[config.mk]
export PLATFORM = sky130hd
export DESIGN_NAME = pc_ras
export DESIGN_NICKNAME = d
export VERILOG_FILES = /design/src/rtl/pc_ras.sv
export SDC_FILE = /design/constraint.sdc
export NUM_CORES = 1
export LEC_CHECK = 0
export ABC_AREA = 1
export CORE_MARGIN = 2
export CORE_UTILIZATION = 35
export CTS_CLUSTER_SIZE = 14
export DETAILED_ROUTE_END_ITERATION = 10
export PLACE_DENSITY = 0.65
export SKIP_LAST_GASP = 1
export SYNTH_ARGS = -nofsm -noshare
export SYNTH_HDL_FRONTEND = slang
export SYNTH_SLANG_ARGS = --single-unit
[constraint.sdc]
create_clock -name clk -period 3.21 [get_ports clk]
set_input_delay 0.642 -clock clk [delete_from_list [all_inputs] [get_ports clk]]
set_output_delay 0.642 -clock clk [all_outputs]
set_load 0.005 [all_outputs]
[src/rtl/pc_ras.sv]
// Program counter with an integrated circular return-address stack.
// Handles increment, relative branch, absolute jump, call (jump + push) and return (pop).
module pc_ras #(
  parameter int               WIDTH        = 16,
  parameter int               DISP_WIDTH   = 8,
  parameter int               DEPTH        = 4,
  parameter logic [WIDTH-1:0] RESET_VECTOR = '0
) (
  input  logic                         clk,
  input  logic                         rst,
  input  logic                         pcEn,
  input  logic                         branch,
  input  logic                         jump,
  input  logic                         call,
  input  logic                         ret,
  input  logic [DISP_WIDTH-1:0]        disp,
  input  logic [WIDTH-1:0]             dSrc,
  output logic [WIDTH-1:0]             pc,
  output logic [WIDTH-1:0]             pc_ra,
  output logic [WIDTH-1:0]             ras_top,
  output logic [$clog2(DEPTH):0]       ras_count,
  output logic                         ras_empty,
  output logic                         ras_full,
  output logic                         ras_overflow,
  output logic                         ras_underflow
);

  localparam int             PW       = $clog2(DEPTH);
  localparam int             CW       = PW + 1;
  localparam logic [CW-1:0]  FULL_CNT = CW'(DEPTH);

  typedef enum logic [1:0] {
    OP_INC,
    OP_BRANCH,
    OP_JUMP,
    OP_RET
  } op_e;

  logic [WIDTH-1:0] stack_q [DEPTH];
  logic [WIDTH-1:0] pc_q;
  logic [PW-1:0]    ptr_q;
  logic [CW-1:0]    count_q;
  logic             ovf_q;
  logic             udf_q;

  logic [WIDTH-1:0] disp_sext;
  logic [WIDTH-1:0] pc_inc;
  logic [WIDTH-1:0] pc_br;
  logic [WIDTH-1:0] pc_n;
  logic [PW-1:0]    ptr_push;
  logic [PW-1:0]    ptr_pop;
  logic             empty;
  logic             full;
  logic             do_push;
  logic             do_pop;
  op_e              op;

  assign disp_sext = {{(WIDTH-DISP_WIDTH){disp[DISP_WIDTH-1]}}, disp};
  assign pc_inc    = pc_q + WIDTH'(1);
  assign pc_br     = pc_q + disp_sext;
  assign ptr_push  = ptr_q + PW'(1);
  assign ptr_pop   = ptr_q - PW'(1);
  assign empty     = (count_q == '0);
  assign full      = (count_q == FULL_CNT);

  always_comb begin
    op      = OP_INC;
    pc_n    = pc_inc;
    do_push = 1'b0;
    do_pop  = 1'b0;
    if (ret)         op = OP_RET;
    else if (jump)   op = OP_JUMP;
    else if (branch) op = OP_BRANCH;
    case (op)
      OP_RET: begin
        do_pop = 1'b1;
        pc_n   = empty ? dSrc : stack_q[ptr_q];
      end
      OP_JUMP: begin
        pc_n    = dSrc;
        do_push = call;
      end
      OP_BRANCH: pc_n = pc_br;
      default:   pc_n = pc_inc;
    endcase
  end

  always_ff @(posedge clk) begin
    if (rst) begin
      pc_q    <= RESET_VECTOR;
      ptr_q   <= '1;
      count_q <= '0;
      ovf_q   <= 1'b0;
      udf_q   <= 1'b0;
    end else if (pcEn) begin
      pc_q <= pc_n;
      if (do_push) begin
        // Circular: when full the pointer still advances, overwriting the oldest entry.
        ptr_q <= ptr_push;
        if (full) ovf_q <= 1'b1;
        else      count_q <= count_q + CW'(1);
      end else if (do_pop) begin
        if (empty) begin
          udf_q <= 1'b1;
        end else begin
          ptr_q   <= ptr_pop;
          count_q <= count_q - CW'(1);
        end
      end
    end
  end

  // Storage needs no reset; ras_top is masked while the stack is empty.
  always_ff @(posedge clk) begin
    if (!rst && pcEn && do_push) stack_q[ptr_push] <= pc_inc;
  end

  assign pc            = pc_q;
  assign pc_ra         = branch ? pc_br : pc_inc;
  assign ras_top       = empty ? '0 : stack_q[ptr_q];
  assign ras_count     = count_q;
  assign ras_empty     = empty;
  assign ras_full      = full;
  assign ras_overflow  = ovf_q;
  assign ras_underflow = udf_q;

endmodule

==> run metrics <==
CTS Buf Count=9; DRT Pass-1 Iters=5; fill cell count=1551; Routability Congestion=0.8837; RSZ-0062 raised after global routing=no; Avg Inst Size Synth=7.292 sq um; Worst Hold Class=register to register; R2R Setup Slk=1.05 ns; Levels on crit path=12; initial antenna violation count=0; r2r endpoint=pc[12]; Min Hold Slack=0.4685 ns; commonest cells after routing, fill and taps aside=nand2_1 (184), nor2_1 (118), inv_1 (101); Die Span X=131.5 um; CP endpoint kind=output pin; H-Tree Depth=3; required time of the critical path=2.57 ns; number of synthesized flops with an enable pin=64; crit start category=input pin; Antenna Nets Post-Route=0; Final Cycle Share=0.9589; Syn Nets=833; Worst-Margin Slew=0.5899 ns; min cycle time layout=3.078 ns; Max Root-Sink Buffers=2; Reg clk slew, reported paths=0.06 ns; detailed-route via count=5531; NumNets Final=979; relative slew slack=0.6054; Core Area=15890 sq um; starting DRC count in detailed routing=365; async set-reset flop share out of synthesis=0; Total GRT Usage=0.1972; WL/cell=15.08 um; status=finished clean; Slowest Stage Delay on Critical Path=0.51 ns; Multi-input gate area=2998 sq um; FMAX=324.9 MHz; CP max stage cell=clkdlybuf4s50_1; crit-path most repeated cell=nand2_2; IO Port Bufs=85; most common cell after layout, fill and taps aside=nand2_1; sequential area share after synthesis=0.4259; final hold vios=0; FF-to-FF path depth=11; Crit Reg-Reg Startpoint=pc[0]; critical path arrival=2.44 ns; post-DP HPWL=12800 um; clk sink count=89; end of the critical path=pc_ra[14]; Crit path max-delay family=buffers and inverters; Critical Path Start=disp[5]; Power per Cell Area=457.9 nW/um^2; top_reg_cell synth=edfxtp_1; final setup fails=0; Yosys reg bits=89; die area=17290 sq um; Peak VDD IR=0.0002718 V; DRC viols=0; number of diodes=0; largest net degree at the start of global routing=33; post-synth cell types=37; die height=131.5 um; Root Buffer=clkbuf_16; sequential standard cell area=2422 sq um; Worst Skew=0.006929 ns; global-route wire length before repair=27190 um; Rows=46; vias in the first global route=5122; ratio of cells with drive above 1 in the final layout=0.1815; total gr overflow=0; layout overhead on the synthesized area=38.87%; Starting Density=0.3581; Final Util=0.4972; Post-Syn Area=5688 sq um; Crit Path Max Fanout=5; Final Max Tran Viols=0; post-synthesis cell count=780; IO Pins=86; Clock Latency Late Sink=0.33 ns; final WL=17300 um; CTS tree=built; critical path, cell by cell=clkdlybuf4s50_1 -> ha_4 -> nand2_1 -> inv_1 -> a21oi_2 -> nand2_2 -> nand2_2 -> nand2_2 -> nand2_2 -> a21oi_2 -> a31oi_1 -> buf_2; Max Cap Viol=0; WP buf/inv=3; Static Leak=3.483 nW; Synth Warn #=0; CTS Hold Bufs=0; via density per instance=4.822; CP Class=input pin to output pin
registers in the layout, summed over array words and instances, names as in the netlist, named ones only:
signal         cells
stack_q           64
pc                16
ras_count          3
ptr_q              2
ras_overflow       1
ras_underflow      1
worst min path at each step:
| stage | startpoint | to | slack [ns] | cells past startpoint |
|---|---|---|---|---|
| 2_1_floorplan | ras_overflow | ras_overflow | 0.45 | 2 |
| 3_3_place_gp | ras_overflow | ras_overflow | 0.44 | 2 |
| 3_5_place_dp | ras_overflow | ras_overflow | 0.45 | 2 |
| 4_1_cts | ras_overflow | ras_overflow | 0.47 | 2 |
| 5_1_grt | ras_underflow | ras_underflow | 0.51 | 1 |
| 6_report | ras_overflow | ras_overflow | 0.47 | 2 |
layer usage:
metal | vias to the layer above | share of wire | GRT usage
li1 | 2813 | - | -
met1 | 2563 | 0.45 | 0.2702
met2 | 135 | 0.48 | 0.3301
met3 | 20 | 0.046 | 0.01736
met4 | 0 | 0.020 | 0.06159
met5 | - | 0 | 0
kinds of logic (layout without fill, tap and decap cells):
family,count (synthesis),in the layout,synth area share
buffers and inverters,134,285,0.09591
flip-flops,89,89,0.4259
AO/OA/AOI/OAI,137,137,0.1269
XOR/XNOR,12,12,0.01848
adder cells (fa/ha/maj),22,22,0.05103
AND/OR/NAND/NOR,386,386,0.2818
through the flow:
| step | power [mW] | instance area [sq um] | std cells | worst slack [ns] | setup TNS (ns) |
|---|---|---|---|---|---|
| 2_1_floorplan | 1.833 | 5688 | 780 | 0.6870 | 0 |
| 3_3_place_gp | 2.314 | 7268 | 1128 | -0.5367 | -4.776 |
| 3_5_place_dp | 2.325 | 7268 | 1128 | -0.5581 | -4.881 |
| 4_1_cts | 3.607 | 7811 | 1146 | -0.2064 | -0.4318 |
| 5_1_grt | 3.791 | 7899 | 1147 | 0.001408 | 0 |
| 6_report | 3.617 | 7899 | 1147 | 0.1318 | 0 |
area by class of cell:
cell class | count | area share
Sequential cell | 89 | 0.3067
Clock buffer | 9 | 0.02851
Timing Repair Buffer | 160 | 0.1818
Tap cell | 216 | 0.03422
Multi-Input combinational cell | 557 | 0.3795
Inverter | 109 | 0.05243
Clock inverter | 7 | 0.01679
report_power, final:
part           total [mW]  internal [mW]  switching (mW)  leakage, nW
Combinational        1.05          0.489           0.564         2.54
Sequential           1.31           1.27          0.0361        0.773
Clock                1.26          0.833           0.423        0.174
Total                3.62           2.59            1.02         3.48
cells in the mapped netlist (all sizes together) (8+ instances only):
cell    instances  area, sq um
buf            13        83.82
a21oi          51        259.0
edfxtp         64         1922
inv           109        414.2
o21ai          76        391.6
nand3          43        215.2
xor2            8        70.07
nor2          123        490.5
clkbuf         12        47.55
dfxtp          25        500.5
ha             20        250.2
nand2         198        760.7
worst reg2reg max path: cells and delay by family (launching register included):
kind	cells	cell delay (ns)
AND/OR/NAND/NOR	4	0.63
AO/OA/AOI/OAI	3	0.56
flip-flops	1	0.36
buffers and inverters	3	0.32
adder cells (fa/ha/maj)	1	0.18
timing repair:
action / CTS / global route
resized for setup: 64 / 34
setup endpoints to repair: 14 / 13
pin swaps: 9 / 9
gates cloned: 1 / 0
setup buffers: 1 / 1
No activity file was read; power rests on OpenSTA's default activity.
